File: config.mk
export PLATFORM = sky130hd
export DESIGN_NAME = fetch_stage
export DESIGN_NICKNAME = d
export VERILOG_FILES = /design/src/rtl/fetch_stage_pkg.sv /design/src/rtl/pc_next_mux.sv /design/src/rtl/fetch_stage.sv
export SDC_FILE = /design/constraint.sdc
export NUM_CORES = 1
export LEC_CHECK = 0
export ABC_AREA = 1
export BUFFER_PORTS_ARGS = -buffer_cell sky130_fd_sc_hd__clkbuf_2
export CORE_MARGIN = 2
export CORE_UTILIZATION = 45
export CTS_CLUSTER_DIAMETER = 200
export DETAILED_ROUTE_END_ITERATION = 8
export PLACE_DENSITY_LB_ADDON = 0.25
export SLEW_MARGIN = 20
export SYNTH_ARGS = -nofsm -noshare
export SYNTH_HDL_FRONTEND = slang
export SYNTH_HIERARCHICAL = 1
export SYNTH_SLANG_ARGS = --single-unit
File: constraint.sdc
create_clock -name clk -period 3.3 [get_ports clk]
set_input_delay 0.33 -clock clk [delete_from_list [all_inputs] [get_ports clk]]
set_output_delay 0.33 -clock clk [all_outputs]
set_load 0.01 [all_outputs]
File: src/rtl/fetch_stage_pkg.sv
// Shared constants for the fetch stage and the control units that drive it.
package fetch_stage_pkg;

  localparam int unsigned INSTR_W = 16;
  localparam int unsigned ADDR_W  = 16;

  localparam logic [15:0] NOP_INSTR = 16'h0000;

  // Next-PC select encodings produced by decode.
  localparam logic [1:0] PCSRC_SEQ    = 2'b00;
  localparam logic [1:0] PCSRC_BRANCH = 2'b01;
  localparam logic [1:0] PCSRC_JUMP   = 2'b10;
  localparam logic [1:0] PCSRC_FOR    = 2'b11;

  // Control-transfer opcode/func fields (opcode = instr[15:12], func = instr[2:0]).
  localparam logic [3:0] OP_JUMP   = 4'hE;
  localparam logic [2:0] FUNC_JMP  = 3'b000;
  localparam logic [2:0] FUNC_CALL = 3'b001;
  localparam logic [2:0] FUNC_RET  = 3'b010;

endpackage

File: src/rtl/pc_next_mux.sv
// Combinational next-PC selection, including the return-address (RR) path.
module pc_next_mux
  import fetch_stage_pkg::*;
#(
  parameter int unsigned ADDR_W = fetch_stage_pkg::ADDR_W
) (
  input  logic [1:0]        pc_src,
  input  logic              jump_src,
  input  logic [ADDR_W-1:0] pc,
  input  logic [ADDR_W-1:0] rr,
  input  logic [ADDR_W-1:0] branch_target,
  input  logic [ADDR_W-1:0] jump_target,
  input  logic [ADDR_W-1:0] for_target,
  output logic [ADDR_W-1:0] pc_plus1,
  output logic [ADDR_W-1:0] next_pc
);

  localparam logic [ADDR_W-1:0] One = 1;

  // Sequential increment wraps modulo 2^ADDR_W with no overflow flag.
  assign pc_plus1 = pc + One;

  // Select the PC for the next fetch; jump_src picks RR for Ret.
  always_comb begin
    next_pc = pc_plus1;
    unique case (pc_src)
      PCSRC_SEQ:    next_pc = pc_plus1;
      PCSRC_BRANCH: next_pc = branch_target;
      PCSRC_JUMP:   next_pc = jump_src ? rr : jump_target;
      PCSRC_FOR:    next_pc = for_target;
      default:      next_pc = pc_plus1;
    endcase
  end

endmodule

File: src/rtl/fetch_stage.sv
// Instruction fetch stage: PC, return-address register and the IF/ID pipeline register.
module fetch_stage
  import fetch_stage_pkg::*;
#(
  parameter int unsigned          INSTR_W   = fetch_stage_pkg::INSTR_W,
  parameter int unsigned          ADDR_W    = fetch_stage_pkg::ADDR_W,
  parameter logic [ADDR_W-1:0]    RESET_PC  = '0,
  parameter logic [INSTR_W-1:0]   NOP_INSTR = fetch_stage_pkg::NOP_INSTR
) (
  input  logic               clk,
  input  logic               rst_n,
  input  logic               stall,
  input  logic               kill,
  input  logic [1:0]         pc_src,
  input  logic               jump_src,
  input  logic               rrwe,
  input  logic [ADDR_W-1:0]  branch_target,
  input  logic [ADDR_W-1:0]  jump_target,
  input  logic [ADDR_W-1:0]  for_target,
  output logic [ADDR_W-1:0]  imem_addr,
  input  logic [INSTR_W-1:0] imem_rdata,
  output logic [INSTR_W-1:0] if_id_instr,
  output logic [ADDR_W-1:0]  if_id_pc,
  output logic [ADDR_W-1:0]  if_id_pc_plus1,
  output logic               if_id_valid,
  output logic [ADDR_W-1:0]  rr_value
);

  logic [ADDR_W-1:0]  pc_q, pc_d;
  logic [ADDR_W-1:0]  rr_q, rr_d;
  logic [INSTR_W-1:0] instr_q, instr_d;
  logic [ADDR_W-1:0]  ipc_q, ipc_d;
  logic [ADDR_W-1:0]  ipc1_q, ipc1_d;
  logic               valid_q, valid_d;

  logic [ADDR_W-1:0]  pc_plus1;
  logic [ADDR_W-1:0]  next_pc;

  pc_next_mux #(
    .ADDR_W (ADDR_W)
  ) u_pc_next_mux (
    .pc_src        (pc_src),
    .jump_src      (jump_src),
    .pc            (pc_q),
    .rr            (rr_q),
    .branch_target (branch_target),
    .jump_target   (jump_target),
    .for_target    (for_target),
    .pc_plus1      (pc_plus1),
    .next_pc       (next_pc)
  );

  // Next-state: stall freezes everything and masks kill/pc_src/rrwe.
  always_comb begin
    pc_d    = pc_q;
    rr_d    = rr_q;
    instr_d = instr_q;
    ipc_d   = ipc_q;
    ipc1_d  = ipc1_q;
    valid_d = valid_q;
    if (!stall) begin
      pc_d = next_pc;
      if (kill) begin
        instr_d = NOP_INSTR;
        ipc_d   = '0;
        ipc1_d  = '0;
        valid_d = 1'b0;
      end else begin
        instr_d = imem_rdata;
        ipc_d   = pc_q;
        ipc1_d  = pc_plus1;
        valid_d = 1'b1;
      end
      // Return address of the Call currently in decode.
      if (rrwe) begin
        rr_d = ipc1_q;
      end
    end
  end

  // State registers with asynchronous active-low reset.
  always_ff @(posedge clk or negedge rst_n) begin
    if (!rst_n) begin
      pc_q    <= RESET_PC;
      rr_q    <= '0;
      instr_q <= NOP_INSTR;
      ipc_q   <= '0;
      ipc1_q  <= '0;
      valid_q <= 1'b0;
    end else begin
      pc_q    <= pc_d;
      rr_q    <= rr_d;
      instr_q <= instr_d;
      ipc_q   <= ipc_d;
      ipc1_q  <= ipc1_d;
      valid_q <= valid_d;
    end
  end

  assign imem_addr      = pc_q;
  assign if_id_instr    = instr_q;
  assign if_id_pc       = ipc_q;
  assign if_id_pc_plus1 = ipc1_q;
  assign if_id_valid    = valid_q;
  assign rr_value       = rr_q;

endmodule

== After elaboration in Yosys (flattened, before gate mapping) ==
Index checks and enable logic that the tools add are counted.
Word-level totals
  register bits: 81
  input bits: 72
  output and inout port bits: 81
  word-level logic and storage cells: 19
Cells by class
  $add $sub $neg: 1
  equality and inequality tests: 3
  multiplexer cells: 6
  bitwise logic cells: 1
  reductions and logical operators: 2
Operators with widths (count)
  16-bit two-way mux: 4
  16-bit one-hot mux with 4 select lines: 1
  16-bit by 1-bit adder with 16-bit output (second input constant): 1
  2-bit == test (second input constant): 2
  2-bit by 1-bit == test with 1-bit output (second input constant): 1
  2-bit zero test: 1
  2-bit AND reduction: 1
  1-bit two-way mux: 1
  1-bit inverter: 1

== Logic depth before layout (Yosys ltp) ==
Gate-level depths: netlist of the first run.
  depth in word-level cells: 2
  mapped depth: 11
  depth with buffers taken out: 11

== By module ==
The synthesis of the first run kept the hierarchy.
By module, submodules not included
  fetch_stage: instances 1, cells an instance 344, area an instance 3060.4 µm², seq. area each 2026.9 µm²
  pc_next_mux: instances 1, cells an instance 195, area an instance 960.9 µm², seq. area each 0.0 µm²

== Worst setup path after synthesis of the first run ==
Ideal clock, no wire load.
  path kind: flip-flop to flip-flop
  from: register pc_q[0], in the netlist imem_addr[0]
  to: register ipc1_q[10], in the netlist if_id_pc_plus1[10]
  setup time: 0.117 ns
  arrival time: 1.365 ns
  data required time: 3.183 ns
  setup slack: 1.818 ns
  stages on the path, launching flop included: 10
  path buffers: 0
  clock period less this slack: 1.482 ns
  path through: dfrtp_1 -> ha_1 -> nand3_2 -> inv_2 -> nand2_2 -> nor2_1 -> nand2_1 -> and2_1 -> nand2_1 -> nand2_1
On the way
  longest elaborated chain between the ends: 2
RTL lines
  start, declared: RTL line fetch_stage.sv:29  | logic [ADDR_W-1:0] pc_q, pc_d;
  start signal, assigned: RTL line fetch_stage.sv:91  | pc_q <= pc_d;
  16-bit by 1-bit adder with 16-bit output: RTL line pc_next_mux.sv:21  | assign pc_plus1 = pc + One;
  net pc_plus1[10]: RTL line fetch_stage.sv:36  | logic [ADDR_W-1:0] pc_plus1;
  16-bit two-way mux: RTL line fetch_stage.sv:63  | if (kill) begin
  end signal, assigned: RTL line fetch_stage.sv:95  | ipc1_q <= ipc1_d;
  end, declared: RTL line fetch_stage.sv:33  | logic [ADDR_W-1:0] ipc1_q, ipc1_d;
The timed path passes the listed nets, and every way through them passes these cells.
A chain may end at the register's enable or synchronous reset.

== Worst setup path after layout of the first run ==
  from: register pc_q[1], in the netlist imem_addr[1]
  to: register ipc1_q[10], in the netlist if_id_pc_plus1[10]
Same word-level chain as after synthesis.

==> impl_metrics.tcl, run 1 <==
set metrics [dict create \
    start_util_pct 46.3 \
    syn_area_um2 4020 \
    clkTransAtPathRegs_ns 0.08 \
    dieWidth_um 98.5 \
    dr.pass1.iters 8 \
    final.fill_count 829 \
    wl_met1_um 4570 \
    rrSetupSlack_ns 1.64 \
    fp.coreArea_um2 8680 \
    place_area_um2 4810 \
    critPathKind "flop to flop" \
    finalInstanceArea_um2 5010 \
    fin_tns_setup_ns 0 \
    p_leak_uw 0.00288 \
    critPathRequiredTime_ns 3.54 \
    arrival_ns 1.90 \
    diodes 0 \
    cts_hold_buf 0 \
    power.share.clock_pct 29.7 \
    rsz0062_at_grt "no" \
    ys_seq_elements 81 \
    synth_nets 612 \
    hold_viol 0 \
    yosys_warnings 6 \
    met3_length_um 549 \
    hp-class "input port to asynchronous set/reset pin" \
    antenna_found_initial 0 \
    ctsLongestPathBuffers 2 \
    clkLatencyLatePin_ns 0.35 \
    clock-sinks 81 \
    r2r-end "if_id_pc_plus1[10]$_DFFE_PN0N_" \
    hpwlAfterDp_um 7960 \
    placedCellCount 777 \
    skew_ns 0.00933 \
    grt.total_usage_pct 23.2 \
    post-cts-setup-buffer-count 0 \
    regArea_um2 2030 \
    syn_inst 539 \
    ioPinCount 153 \
    vias_per_cell 5.05 \
    drtAntennaViolNets 0 \
    cts_tree "built" \
    gp_congestion 0.878 \
    post-route-period-util_pct 50.2 \
    die_area_um2 9710 \
    grt_pass1_vias 3913 \
    setup_viol 0 \
    crit_fanout 6 \
    drc_errors 0 \
    final_max_slew_viol_count 0 \
    utilization_pct 57.7 \
    dieHeight_um 98.5 \
    top_layer "met4" \
    syn_avg_cell_area_um2 7.46 \
    multi_input_area_um2 1810 \
    layout.nets 753 \
    rows 34 \
    r2r_cells 9 \
    wl_per_cell_um 13.7 \
    wl_met2_um 5520 \
    startpoint_type "flop" \
    cts.htree.levels 3 \
    drive_gt1_share_pct 27.7 \
    grt_max_degree 82 \
    max_freq_mhz 604 \
    end_kind "flop" \
    cts-resized-gates 0 \
    final_cells 793 \
    relSlewSlack_pct 32.5 \
    synth.distinct_cells 29 \
    pwr-share-comb_pct 20.6 \
    finalCriticalPeriod_ns 1.66 \
    drt_iter0_markers 252 \
    worst_pin_slew_ns 1.01 \
    via_count 4007 \
    syn_to_final_growth_pct 24.6 \
    cts_root_buf "clkbuf_8" \
    power-per-cell-area_nw_per_um2 488 \
    grt.overflow.total 0 \
    peakVddDrop_mv 0.194 \
    p_int_uw 1670 \
    cts_buffers 9 \
    status "finished, final reports clean" \
    wl_um 10900 \
    drv_cap 0 \
    timing.rr.start "imem_addr[1]$_DFFE_PN0N_" \
    portBuffers 152 \
    grt_first_pass_wirelength_um 18400 \
    seq_area_frac_synth_pct 50.4 \
    seqPwrFrac_pct 49.7 \
    netSwitchingPower_uw 778 \
    total_power_uw 2450 \
    switching_share_pct 31.8 \
]
-- metal layers --
metal	up-vias	GRT usage (%)
met5	-	0
met4	0	8.32
met3	21	4.26
met2	132	39.8
met1	1885	29.6
li1	1969	-
-- state kept, by name, indices dropped and copies added (netlist names) --
register,flops
if_id_instr,16
if_id_pc,16
if_id_pc_plus1,16
imem_addr,16
rr_value,16
if_id_valid,1
-- cells in the mapped netlist --
library cell	number	area, um2
nand3b_1	1	7.51
o21bai_1	1	7.51
inv_1	8	30.0
nor2_2	4	25.0
clkbuf_1	6	22.5
nand2_1	292	1100
dfrtp_1	81	2030
a21oi_1	13	65.1
buf_4	6	45.0
clkinv_1	1	3.75
o2111ai_1	3	26.3
nand4_1	3	18.8
xnor2_2	1	16.3
nand2_2	4	25.0
o21ai_1	25	125
nand3_1	21	105
xnor2_1	3	26.3
nor3_1	2	10.0
o22ai_1	2	12.5
nor2_4	3	33.8
and2_1	2	12.5
buf_6	1	11.3
buf_2	11	55.1
nand3_2	2	20.0
nor2_1	25	93.8
xor2_1	3	26.3
inv_2	7	26.3
ha_1	1	12.5
o21ai_0	7	35.0
-- power groups by stage --
stage	registers, uW	logic, uW	clock network, uW
final	1220	503	727
after global placement	1230	495	0
after floorplan	1260	227	0
after CTS	1220	509	743
after global routing	1240	567	790
after detailed placement	1240	508	0
-- per-stage QoR --
stage               setup WS [ns]  hold WS, ns
global route                 1.46       0.0798
finish                       1.64      0.00186
global placement             1.41        0.462
detailed placement           1.39        0.464
CTS                          1.64        0.160
floorplan                    1.82       0.0344
-- critical path, cell delays in order (launching register included) --
cell and delay (ns):
dfrtp_1 0.46, ha_1 0.25, nand3_2 0.16, inv_2 0.13, nand2_2 0.08, nor2_1 0.10, nand2_1 0.07, and2_1 0.17
nand2_1 0.06, nand2_1 0.06
-- cells by family (layout without fill, tap and decap cells) --
group,after synthesis,after routing,synth area share [%]
simple gates,359,359,36.0
flops,81,81,50.4
compound gates,51,51,6.75
buf+inv,40,186,4.82
xor+xnor,7,7,1.71
fa+ha+maj,1,1,0.311
-- area by class of cell --
type / instances / share of cell area, %
Sequential cell: 81 / 40.5
Multi-Input combinational cell: 418 / 36.1
Timing Repair Buffer: 154 / 15.6
Clock buffer: 12 / 2.90
Tap cell: 108 / 2.70
Inverter: 16 / 1.20
Clock inverter: 4 / 1.05
-- how the worst max path moves through the flow --
| stage | start | end | slack [ns] | depth (start not counted) |
|---|---|---|---|---|
| after floorplan | imem_addr[0]$_DFFE_PN0N_ | if_id_pc_plus1[10]$_DFFE_PN0N_ | 1.82 | 9 |
| after global placement | stall | if_id_pc_plus1[11]$_DFFE_PN0N_ | 1.41 | 4 |
| after detailed placement | stall | if_id_instr[10]$_DFFE_PN0N_ | 1.39 | 4 |
| after CTS | imem_addr[1]$_DFFE_PN0N_ | if_id_pc_plus1[10]$_DFFE_PN0N_ | 1.64 | 9 |
| after global routing | imem_addr[1]$_DFFE_PN0N_ | if_id_pc_plus1[10]$_DFFE_PN0N_ | 1.46 | 9 |
| final | imem_addr[1]$_DFFE_PN0N_ | if_id_pc_plus1[10]$_DFFE_PN0N_ | 1.64 | 9 |
-- layout by cell type (no fill, tap or decap), drive strengths merged, types with 3 or more instances in the layout --
cell and n:
a21oi 13, buf 3, clkbuf 163, clkinvlp 3, dfrtp 81, inv 15
nand2 296, nand3 23, nand4 3, nor2 32, o2111ai 3, o21ai 32
xnor2 4, xor2 3
No activity file was read; power rests on OpenSTA's default activity.
==> inputs of run 2 (changes only) <==
--- a/config.mk
+++ b/config.mk
@@ -8,7 +8,7 @@
 export ABC_AREA = 1
 export BUFFER_PORTS_ARGS = -buffer_cell sky130_fd_sc_hd__clkbuf_2
 export CORE_MARGIN = 2
-export CORE_UTILIZATION = 45
+export CORE_UTILIZATION = 44
 export CTS_CLUSTER_DIAMETER = 200
 export DETAILED_ROUTE_END_ITERATION = 8
 export PLACE_DENSITY_LB_ADDON = 0.25
==> constraint.sdc (replaced) <==
create_clock -name clk -period 1.4 [get_ports clk]
set_input_delay 0.14 -clock clk [delete_from_list [all_inputs] [get_ports clk]]
set_output_delay 0.14 -clock clk [all_outputs]
set_load 0.01 [all_outputs]
==> run 2 against run 1 <==
  * The run now ends with setup timing left
  * Utilization up 5.6 points
  * Largest power group unchanged
  * Via count is 7.0% higher
  * Critical path type unchanged
  * Count of clock-buffer cells in the layout fell by 1
==> impl_metrics.tcl, run 2 (same netlist as run 1, synthesis figures left out) <==
set metrics [dict create \
    drc_errors 0 \
    cts_buffers 9 \
    wl_um 12000 \
    drt_iter0_markers 208 \
    hold_viol 0 \
    cts_tree "built" \
    ioPinCount 153 \
    skew_ns 0.0142 \
    worst_pin_slew_ns 0.593 \
    crit_buf_inv 2 \
    syn_to_final_growth_pct 38.8 \
    dieHeight_um 99.6 \
    crit_family "flip-flops" \
    drtAntennaViolNets 0 \
    dieWidth_um 99.6 \
    fp.coreArea_um2 8810 \
    gp_congestion 0.856 \
    setup_viol 4 \
    max_freq_mhz 692 \
    start_util_pct 45.7 \
    die_area_um2 9920 \
    grt_first_pass_wirelength_um 19300 \
    final_common_cell "nand2_1" \
    wl_per_cell_um 14.3 \
    power-per-cell-area_nw_per_um2 1130 \
    clock-sinks 81 \
    via_count 4286 \
    portBuffers 152 \
    finalCriticalPeriod_ns 1.45 \
    critPathKind "flop to flop" \
    hp-class "input port to flop" \
    end_kind "flop" \
    p_leak_uw 0.00318 \
    peakVddDrop_mv 0.614 \
    grt_max_degree 79 \
    status "complete, but fails checks" \
    dr.pass1.iters 5 \
    arrival_ns 1.69 \
    startpoint_type "flop" \
    cts_root_buf "clkbuf_8" \
    critPathMaxStageDelay_ns 0.42 \
    drv_cap 0 \
    diodes 0 \
    hpwlAfterDp_um 8460 \
    cts.htree.levels 3 \
    grt.total_usage_pct 24.2 \
    critPathRequiredTime_ns 1.64 \
    clkLatencyLatePin_ns 0.35 \
    cpMaxStageDelayCell "dfrtp_2" \
    rsz0062_at_grt "yes" \
    ctsLongestPathBuffers 2 \
    clkTransAtPathRegs_ns 0.09 \
    antenna_found_initial 0 \
    final_max_slew_viol_count 0 \
    violations "setup timing" \
    rows 34 \
    crit_chain "ha_4, nand3_4, buf_4, xnor2_1, o21ai_1, inv_1, nand2_1, nand2_1" \
    setup_ws_ns -0.0451 \
    place_ws_ns -0.0346 \
    grt_pass1_vias 4108 \
    grt.overflow.total 0 \
    post-route-period-util_pct 103 \
    final_cell_mix "nand2_1 (285), clkbuf_2 (151), dfrtp_1 (76)" \
    fin_tns_setup_ns -0.130 \
    relSlewSlack_pct 60.4 \
    cpMostUsedCell "nand2_1" \
    layout.nets 799 \
    worst_hold_slack_ns 0.0586 \
    vias_per_cell 5.11 \
    crit_fanout 4 \
    drive_gt1_share_pct 33.2 \
]
## run 2: where the power goes
group | switching (uW) | leakage (uW) | internal, uW
logic | 861 | 0.00201 | 648
registers | 225 | 0.00106 | 2600
clock network | 862 | 0.000115 | 1100
total | 1950 | 0.00318 | 4340
## run 2: cell type report
cell class | count | area [um2]
Multi-Input combinational cell | 418 | 1920
Sequential cell | 81 | 2030
Timing Repair Buffer | 200 | 1190
Fill cell | 778 | 3230
Inverter | 16 | 65.1
Clock inverter | 5 | 77.6
Tap cell | 108 | 135
Clock buffer | 11 | 151
## run 2: per-stage QoR
stage,total power [uW],cells,instance area [um2],util (%)
2_1_floorplan,3520,539,4040,-
3_3_place_gp,4210,801,5030,57.1
3_5_place_dp,4250,801,5030,57.1
4_1_cts,6240,834,5440,61.8
5_1_grt,6620,839,5580,63.4
6_report,6290,839,5580,63.4
## run 2: routing by layer
layer / global-route usage [%] / vias to the layer above / share of wire, %
met5: 0 / - / 0
met4: 6.74 / 0 / 1.9
met3: 5.34 / 22 / 5.8
met2: 42.3 / 155 / 51
met1: 30.2 / 2045 / 41
li1: - / 2064 / -
## run 2: timing repair
| item | 4_1_cts | 5_1_grt |
|---|---|---|
| hold buffers | 17 | 0 |
| endpoints found under the setup margin | 4 | 16 |
| setup buffers | 0 | 5 |
| gates resized for setup | 4 | 27 |
| pin swaps | 2 | 21 |
| endpoints found under the hold margin | 97 | 0 |
## run 2: worst paths after layout
path	start	end	slack, ns	cells after the start
max in group asynchronous	rst_n	imem_addr[3]$_DFFE_PN0N_	0.64	3
min in group asynchronous	rst_n	rr_value[4]$_DFFE_PN0P_	0.12	2
worst max-delay path	imem_addr[0]$_DFFE_PN0N_	imem_addr[4]$_DFFE_PN0N_	-0.05	8
worst min-delay path	kill	if_id_valid$_DFFE_PN0N_	0.06	2
worst max register to register	imem_addr[0]$_DFFE_PN0N_	imem_addr[4]$_DFFE_PN0N_	-0.05	8
worst min register to register	if_id_instr[1]$_DFFE_PN0N_	if_id_instr[1]$_DFFE_PN0N_	0.48	2
==> inputs of run 3 (changes only) <==
--- a/config.mk
+++ b/config.mk
@@ -15,5 +15,4 @@
 export SLEW_MARGIN = 20
 export SYNTH_ARGS = -nofsm -noshare
 export SYNTH_HDL_FRONTEND = slang
-export SYNTH_HIERARCHICAL = 1
 export SYNTH_SLANG_ARGS = --single-unit
==> run 3 against run 2 <==
  * The run now ends clean
  * Global-route usage decreased by 0.25 points
  * Highest routed layer unchanged
  * Synthesized cell count decreased by 9.1%
  * Hold slack got worse by 0.051 ns
  * Cell area decreased by 5.4%
  * First-iteration DRC count increased by 19%
  * Clock skew decreased by 0.00082 ns
  * Power decreased by 7.2%
  * Critical endpoint is now imem_addr[5]$_DFFE_PN0N_
  * Count of clock-buffer cells in the layout increased by 1
  * Sequential share of layout area increased by 2.1 points
==> impl_metrics.tcl, run 3 <==
set metrics [dict create \
    synth-compound-area-share_pct 16.7 \
    async_flop_share_pct 100 \
    dieWidth_um 99.0 \
    arrival_ns 1.62 \
    synth_nets 563 \
    final_max_slew_viol_count 0 \
    critPathRequiredTime_ns 1.63 \
    cts_buffers 9 \
    met2_usage_pct 35.9 \
    drv_cap 0 \
    dr.pass1.iters 5 \
    muxShareOfSynthArea_pct 0.284 \
    ctsLongestPathBuffers 2 \
    worst_pin_slew_ns 0.368 \
    timing.rr.start "imem_addr[1]$_DFFE_PN0N_" \
    synthAdderAreaFrac_pct 0.315 \
    grt.total_usage_pct 23.9 \
    cts_root_buf "clkbuf_8" \
    rsz0062_at_grt "yes" \
    max_freq_mhz 716 \
    setup_viol 0 \
    final_cell_mix "clkbuf_2 (151), nand2_1 (141), dfrtp_1 (74)" \
    crit_fanout 5 \
    rrSetupSlack_ns 0.004 \
    crit_family "flip-flops" \
    synth_xor_area_share_pct 1.54 \
    synth.distinct_cells 26 \
    portBuffers 152 \
    synth-simple-area-share_pct 22.5 \
    grt_first_pass_wirelength_um 18500 \
    yosysTopAreaCell "dfrtp_1" \
    clkTransAtPathRegs_ns 0.08 \
    status "finished, final reports clean" \
    die_area_um2 9800 \
    grt_max_degree 41 \
    hp-class "input port to flop" \
    grt.busiest_layer "met2" \
    peakVddDrop_mv 0.738 \
    cpMaxStageDelayCell "dfrtp_1" \
    syn_inst 490 \
    synth_common_cells "nand2_1 (143), dfrtp_1 (81), o21ai_0 (61)" \
    hold_viol 0 \
    start_util_pct 45.5 \
    synth_edf_count 0 \
    netlist.area_leader.share_pct 51.1 \
    crit_chain "buf_6, nand3_4, nor2_4, xor2_1, nand2_1, nand2_1, o21ai_1" \
    final_common_cell "clkbuf_2" \
    multi_input_area_um2 1710 \
    via_count 3928 \
    wl_um 11700 \
    cpMostUsedCell "nand2_1" \
    grt.overflow.total 0 \
    drt_iter0_markers 248 \
    ioPinCount 153 \
    ys_seq_elements 81 \
    drtAntennaViolNets 0 \
    vias_per_cell 5.06 \
    gp_congestion 0.874 \
    fin_tns_setup_ns 0 \
    crit_buf_inv 1 \
    hpwlAfterDp_um 8980 \
    drc_errors 0 \
    cts.htree.levels 3 \
    grt_pass1_vias 3680 \
    layout.nets 736 \
    rows 34 \
    dieHeight_um 99.0 \
    seq_area_frac_synth_pct 51.1 \
    r2r_cells 7 \
    synth-main-ff-cell "dfrtp_1" \
    synth_top_family_by_area "simple AND/OR/NAND/NOR gates" \
    finalCriticalPeriod_ns 1.40 \
    relSlewSlack_pct 75.4 \
    critPathMaxStageDelay_ns 0.43 \
    syn_area_um2 3970 \
    syn_to_final_growth_pct 33.0 \
    final_cells 776 \
    antenna_found_initial 0 \
    yosysMostFrequentCell "nand2_1" \
    drive_gt1_share_pct 34.3 \
    clkLatencyLatePin_ns 0.35 \
    grt_util_met1_pct 34.8 \
    r2r-end "imem_addr[5]$_DFFE_PN0N_" \
    grt_use_met3_pct 4.11 \
    total_power_uw 5840 \
    placedCellCount 752 \
    wl_per_cell_um 15.1 \
    syn_avg_cell_area_um2 8.10 \
    startpoint_type "flop" \
    synth_area_leaders "dfrtp_1 (51%), nand2_1 (14%), o21ai_0 (7.7%), a22o_1 (4.0%), inv_1 (3.9%)" \
    post-route-period-util_pct 99.7 \
    diodes 0 \
    yosys_warnings 0 \
    critPathKind "flop to flop" \
    whs_path_depth 2 \
    utilization_pct 60.5 \
    fp.coreArea_um2 8720 \
    end_kind "flop" \
    final.fill_count 791 \
    skew_ns 0.0133 \
    cts_tree "built" \
    hp-start "imem_rdata[2]" \
    regArea_um2 2040 \
    p_leak_uw 0.00285 \
    min_to "if_id_instr[2]$_DFFE_PN0N_" \
    power-per-cell-area_nw_per_um2 1110 \
    clock-sinks 81 \
]
[run 3: per-layer routing]
metal / up-vias / wire length, um
met5: - / 0
met4: 0 / 175
met3: 16 / 814
met2: 143 / 5250
met1: 1835 / 5440
li1: 1934 / -
[run 3: how the worst max path moves through the flow]
stage                                         from                        to  slack (ns)  depth (start not counted)
after global placement    imem_addr[2]$_DFFE_PN0N_  imem_addr[5]$_DFFE_PN0N_        0.04                          6
after floorplan           imem_addr[1]$_DFFE_PN0N_  imem_addr[6]$_DFFE_PN0N_        0.02                          7
final                     imem_addr[1]$_DFFE_PN0N_  imem_addr[5]$_DFFE_PN0N_       0.004                          7
after global routing      imem_addr[1]$_DFFE_PN0N_  imem_addr[5]$_DFFE_PN0N_       -0.05                          7
after CTS                 imem_addr[0]$_DFFE_PN0N_  imem_addr[8]$_DFFE_PN0N_        0.02                          8
after detailed placement  imem_addr[0]$_DFFE_PN0N_  imem_addr[8]$_DFFE_PN0N_        0.04                          8
[run 3: what timing repair did]
item,in CTS,in global routing
endpoints found under the setup margin,0,17
gates resized for setup,0,22
buffers inserted,0,3
hold buffers,5,0
hold endpoints to repair,27,0
[run 3: worst reg2reg max path: cells and delay by family, from the launching register on]
kind	cells	cell delay (ns)
buf+inv	1	0.14
compound gates	1	0.06
simple gates	4	0.41
xor+xnor	1	0.24
flops	1	0.43
[run 3: cells by family after synthesis]
kind of cell / Yosys count
flip-flops: 81
AND/OR/NAND/NOR: 216
multiplexers: 1
AO/OA/AOI/OAI: 115
adder cells (fa/ha/maj): 1
buffers and inverters: 69
XOR/XNOR: 7
[run 3: metrics by stage]
stage / setup slack [ns] / hold WS, ns / instance area [um2]
after floorplan: 0.0217 / -0.156 / 3970
final: 0.00392 / 0.00805 / 5280
after CTS: 0.0211 / 0.000329 / 5180
after global placement: 0.0396 / 0.0689 / 4950
after detailed placement: 0.0361 / 0.0836 / 4950
after global routing: -0.0514 / 0.00195 / 5280
[run 3: cell type report]
class | count | area share [%]
Tap cell | 108 | 2.56
Clock inverter | 4 | 0.498
Clock buffer | 12 | 2.94
Sequential cell | 81 | 38.6
Inverter | 45 | 3.25
Multi-Input combinational cell | 340 | 32.3
Timing Repair Buffer | 186 | 19.9
[run 3: power by group]
part / internal (uW) / switching, uW
clock: 742 / 816
combinational: 602 / 838
sequential: 2610 / 230
